==> config.mk <==
export PLATFORM = sky130hd
export DESIGN_NAME = action_judge
export DESIGN_NICKNAME = d
export VERILOG_FILES = /design/src/rtl/action_judge.sv
export SDC_FILE = /design/constraint.sdc
export NUM_CORES = 1
export LEC_CHECK = 0
export CAP_MARGIN = 5
export CORE_MARGIN = 2
export CORE_UTILIZATION = 55
export CTS_CLUSTER_SIZE = 10
export DETAILED_ROUTE_END_ITERATION = 8
export PLACE_DENSITY = 0.72
export SLEW_MARGIN = 20
export SYNTH_ARGS = -nofsm -noshare
export SYNTH_HDL_FRONTEND = slang
export SYNTH_SLANG_ARGS = --single-unit
==> constraint.sdc <==
create_clock -name clk -period 3 [get_ports clk]
set_input_delay 0.6 -clock clk [delete_from_list [all_inputs] [get_ports clk]]
set_output_delay 0.6 -clock clk [all_outputs]
set_load 0.02 [all_outputs]
==> src/rtl/action_judge.sv <==
// action_judge: debounces the two hand switches into a player pose, compares
// it with the boss pose each round, and reports hits, misses and game over.
module action_judge #(
  parameter int DEBOUNCE_CYCLES = 250000,
  parameter int HOLD_CYCLES     = 2500000,
  parameter int WINDOW_CYCLES   = 50000000,
  parameter int COOLDOWN_CYCLES = 5000000,
  parameter int MAX_MISS        = 9
) (
  input  logic       clk,
  input  logic       reset,
  input  logic       left_hand,
  input  logic       right_hand,
  input  logic [1:0] boss_state,
  output logic       right,
  output logic       miss,
  output logic [1:0] player_state,
  output logic [3:0] miss_count,
  output logic       game_over
);

  localparam int DB_W   = $clog2(DEBOUNCE_CYCLES + 1);
  localparam int HOLD_W = $clog2(HOLD_CYCLES + 1);
  localparam int WIN_W  = $clog2(WINDOW_CYCLES + 1);
  localparam int CD_W   = $clog2(COOLDOWN_CYCLES + 1);

  // A differing sample is accepted on its DEBOUNCE_CYCLES-th consecutive cycle.
  localparam logic [DB_W-1:0]   DB_LAST    = DB_W'(DEBOUNCE_CYCLES - 1);
  localparam logic [DB_W-1:0]   DB_ONE     = DB_W'(1);
  localparam logic [HOLD_W-1:0] HOLD_LIMIT = HOLD_W'(HOLD_CYCLES);
  localparam logic [HOLD_W-1:0] HOLD_ONE   = HOLD_W'(1);
  localparam logic [WIN_W-1:0]  WIN_LIMIT  = WIN_W'(WINDOW_CYCLES);
  localparam logic [WIN_W-1:0]  WIN_ONE    = WIN_W'(1);
  localparam logic [CD_W-1:0]   CD_LAST    = CD_W'(COOLDOWN_CYCLES - 1);
  localparam logic [CD_W-1:0]   CD_ONE     = CD_W'(1);
  localparam logic [3:0]        MISS_LIMIT = 4'(MAX_MISS);

  typedef enum logic [2:0] {
    S_COOLDOWN,
    S_WATCH,
    S_HIT,
    S_MISS,
    S_OVER
  } state_t;

  // Bit 1 carries the left hand, bit 0 the right hand, matching boss_state.
  logic [1:0]            hand_raw;
  logic [1:0]            sync1_q, sync1_d;
  logic [1:0]            sync2_q, sync2_d;
  logic [1:0]            deb_q, deb_d;
  logic [1:0][DB_W-1:0]  db_cnt_q, db_cnt_d;

  state_t                state_q, state_d;
  logic [CD_W-1:0]       cd_cnt_q, cd_cnt_d;
  logic [WIN_W-1:0]      win_cnt_q, win_cnt_d;
  logic [HOLD_W-1:0]     hold_cnt_q, hold_cnt_d;
  logic [3:0]            miss_cnt_q, miss_cnt_d;

  assign hand_raw = {left_hand, right_hand};

  // Synchronize both hands, then accept a new level only after it has held long enough.
  always_comb begin
    sync1_d  = hand_raw;
    sync2_d  = sync1_q;
    deb_d    = deb_q;
    db_cnt_d = '0;
    for (int h = 0; h < 2; h++) begin
      if (sync2_q[h] != deb_q[h]) begin
        if (db_cnt_q[h] == DB_LAST) begin
          deb_d[h] = sync2_q[h];
        end else begin
          db_cnt_d[h] = db_cnt_q[h] + DB_ONE;
        end
      end
    end
  end

  // Round sequencing: cooldown, watch for a held match, then score a hit or a miss.
  always_comb begin
    state_d    = state_q;
    cd_cnt_d   = cd_cnt_q;
    win_cnt_d  = win_cnt_q;
    hold_cnt_d = hold_cnt_q;
    miss_cnt_d = miss_cnt_q;
    case (state_q)
      S_COOLDOWN: begin
        if (cd_cnt_q == CD_LAST) begin
          state_d    = S_WATCH;
          cd_cnt_d   = '0;
          win_cnt_d  = '0;
          hold_cnt_d = '0;
        end else begin
          cd_cnt_d = cd_cnt_q + CD_ONE;
        end
      end
      S_WATCH: begin
        win_cnt_d  = win_cnt_q + WIN_ONE;
        hold_cnt_d = (deb_q == boss_state) ? hold_cnt_q + HOLD_ONE : '0;
        if (hold_cnt_d == HOLD_LIMIT) begin
          state_d = S_HIT;
        end else if (win_cnt_d == WIN_LIMIT) begin
          state_d = S_MISS;
        end
      end
      S_HIT: begin
        state_d  = S_COOLDOWN;
        cd_cnt_d = '0;
      end
      S_MISS: begin
        miss_cnt_d = (miss_cnt_q == 4'hF) ? 4'hF : miss_cnt_q + 4'd1;
        cd_cnt_d   = '0;
        state_d    = (miss_cnt_d >= MISS_LIMIT) ? S_OVER : S_COOLDOWN;
      end
      S_OVER: begin
        state_d = S_OVER;
      end
      default: begin
        state_d  = S_COOLDOWN;
        cd_cnt_d = '0;
      end
    endcase
  end

  // All state registers; reset clears everything and restarts in cooldown.
  always_ff @(posedge clk or negedge reset) begin
    if (!reset) begin
      sync1_q    <= '0;
      sync2_q    <= '0;
      deb_q      <= '0;
      db_cnt_q   <= '0;
      state_q    <= S_COOLDOWN;
      cd_cnt_q   <= '0;
      win_cnt_q  <= '0;
      hold_cnt_q <= '0;
      miss_cnt_q <= '0;
    end else begin
      sync1_q    <= sync1_d;
      sync2_q    <= sync2_d;
      deb_q      <= deb_d;
      db_cnt_q   <= db_cnt_d;
      state_q    <= state_d;
      cd_cnt_q   <= cd_cnt_d;
      win_cnt_q  <= win_cnt_d;
      hold_cnt_q <= hold_cnt_d;
      miss_cnt_q <= miss_cnt_d;
    end
  end

  assign right        = (state_q == S_HIT);
  assign miss         = (state_q == S_MISS);
  assign game_over    = (state_q == S_OVER);
  assign player_state = deb_q;
  assign miss_count   = miss_cnt_q;

endmodule
==> qor.csv <==
metric,value,unit
run status,"finished, final reports clean",
clock share of power,54.0,%
row count,39,
met3 routed WL,607,µm
hpwl dp,9130,µm
Synth async-reset ratio,100,%
beginning of the critical path,cd_cnt_q[13],
"Setup Fix Bufs, Post-CTS",0,
TritonCTS Sinks,120,
TritonRoute pass-1 iters,5,
largest net degree at the start of global routing,47,
Die ar.,12700,µm²
PwrDens,509,nW/µm²
Slew headroom,54.9,%
combinational power share,2.3,%
drt wl/cell,15.5,µm
"Hold Violations, Final",0,
FF-to-FF Start,cd_cnt_q[13],
WHS,0.108,ns
antenna-violating nets left,0,
register area share after synthesis,46.2,%
final layout net count,757,
Mapped Nets,745,
Hold Path Class,input port to asynchronous set/reset pin,
fill count,898,
Synth area leaders,"dfrtp_1 46%, nor2_1 5.5%, xor2_1 4.6%",
Resize count post-CTS,0,
PortBufs,14,
Metal-1 WL,6580,µm
NetSw,812,µW
"commonest non-fill, non-tap cell in the layout",dfrtp_1,
DIE HEIGHT,113,µm
global-route wire length before repair,24100,µm
proportion of layout cells with a drive suffix above 1,7.65,%
Startpoint Class,register,
CTS tree,done,
Synth top area share,46.2,%
"Reg clk slew, reported paths",0.06,ns
drt total wl,13900,µm
root buf cell,clkbuf_16,
htree depth,4,
total negative slack,0,ns
top sig layer,met4,
most frequent cells in the layout,"120 x dfrtp_1, 95 x nor2_1, 71 x nand2_1",
max_cap viols,0,
minimum clock period,2.87,ns
Synth area leader,dfrtp_1,
via count,5424,
RSZ-0062 raised after global routing,false,
crit end category,register,
Sw Share,21.7,%
warnings from Yosys,0,
Max Fclk,348,MHz
area of the multi-input gates,3300,µm²
Reg area,3000,µm²
placed insts,869,
"critical path fanouts, max",32,
Crit Path Category,register to register,
Internal,2.93,mW
cts hold-fix bufs,0,
share of total power in sequential cells,43.7,%
CORE AREA,11500,µm²
fin. max-slew vios,0,
Clock Latency Late Sink,0.42,ns
leak pwr,3.04,nW
number of global-route vias before repair,5147,
Worst Path Arrival,3.16,ns
diode count,0,
Worst Path Required,3.29,ns
initial antenna violation count,0,
die width,113,µm
cells after synthesis,733,
top_reg_cell synth,dfrtp_1,
fin crit share,95.7,%
worst reg-to-reg path cell count,8,
Residual DRC,0,
Initial Util,56.6,%
number of synthesized flops with an enable pin,0,
endpoint of the worst register-to-register path,win_cnt_q[19],
maximum vdd drop,0.544,mV
Final setup viols,0,
R2R Setup Slk,0.13,ns
synthesized area,6490,µm²
I/O Pins,15,
average vias per placed instance,6.02,
initial DRC count,433,
met2 wire length,6540,µm
deepest clock path buffer count,2,
cts bufs inserted,17,
GPL Wtd Cong,0.838,
post-synth cell types,48,
fin cells,901,
"FF+latch count, synth",120,
Worst Max-Slew Pin Slew,0.670,ns
Layout Skew,0.00623,ns
area grow syn2layout,13.3,%
Mean Syn Cell Area,8.86,µm²
overall routing resource usage,23.3,%
gr ovfl total,0,
==> synth_stat cells, drive strengths merged, types with 2 or more instances <==
library cell    n
nor4           11
and4            9
nor3           13
xor2           34
inv             8
a31oi          12
o31ai          12
or3b            2
o32ai           2
or4             3
mux2            3
or2             2
clkbuf         25
o41ai           7
ha              6
nand3          45
a32o            2
nor4bb          2
buf            10
nand2          71
nand2b          2
nor2           95
nand3b          6
and3           29
a22o            3
dfrtp         120
nor4b           3
or3             5
xnor2          30
o21ai          93
nor3b           4
nand4          21
a21oi          23
and2           11
==> state kept, by name, summed over array words and instances (netlist names) <==
| signal | cells |
|---|---|
| hold_cnt_q | 22 |
| cd_cnt_q | 23 |
| state_q | 3 |
| player_state | 2 |
| miss_count | 4 |
| db_cnt_q | 36 |
| win_cnt_q | 26 |
| sync2_q | 2 |
| sync1_q | 2 |
==> cell type report <==
| cell class | count | share of cell area, % |
|---|---|---|
| sequential | 120 | 40.8 |
| clock inverter | 12 | 1.70 |
| multi-input combinational | 570 | 44.8 |
| tap | 143 | 2.43 |
| clock buffer | 20 | 6.34 |
| timing repair buffer | 28 | 3.47 |
| inverter | 8 | 0.408 |
==> how the worst max path moves through the flow <==
stage / slack [ns] / endpoint / cells past startpoint
6_report: 0.13 / win_cnt_q[19] / 8
5_1_grt: 0.003 / win_cnt_q[19] / 8
3_3_place_gp: -0.01 / state_q[0] / 9
3_5_place_dp: 0.01 / state_q[0] / 9
4_1_cts: 0.03 / state_q[0] / 8
2_1_floorplan: 0.38 / hold_cnt_q[18] / 9
==> power groups by stage <==
stage	sequential (mW)	combinational, mW	clock (mW)
CTS	1.64	0.0887	2.06
detailed placement	1.67	0.0883	0
finish	1.64	0.0852	2.02
global placement	1.67	0.0862	0
floorplan	1.66	0.0342	0
global route	1.64	0.100	2.13
==> metal layers <==
metal  global-route usage, %  vias to the layer above
met4                    8.86                        0
li1                        -                     2652
met5                       0                        -
met1                    32.5                     2614
met3                    5.99                       18
met2                    35.1                      140
==> critical path, cell delays in order, from the launching register on <==
cell	delay (ns)
dfrtp_1	0.42
nor4b_1	0.33
nand4_1	0.14
or4b_1	0.59
or4_4	0.46
and2_4	0.29
buf_4	0.24
o21ai_1	0.15
o21ai_0	0.11
==> through the flow <==
stage / total power, mW / worst slack (ns) / instance area, µm² / utilization (%)
after floorplan: 1.70 / 0.376 / 6490 / -
after global placement: 1.75 / -0.0102 / 6760 / 58.9
after detailed placement: 1.75 / 0.0113 / 6760 / 58.9
after CTS: 3.78 / 0.0274 / 7350 / 64.1
after global routing: 3.87 / 0.00337 / 7360 / 64.1
final: 3.75 / 0.128 / 7360 / 64.1
==> logic make-up (layout without fill, tap and decap cells) <==
group	count (synthesis)	count (layout)	share of synthesized area [%]
AOI/OAI and AO/OA	160	160	14.2
DFF	120	120	46.2
buffers and inverters	43	68	3.16
adders and majority gates	6	6	1.16
muxes	4	4	0.674
and+or+nand+nor	336	336	26.0
xor gates and xnor gates	64	64	8.63
No activity file was read; power rests on OpenSTA's default activity.
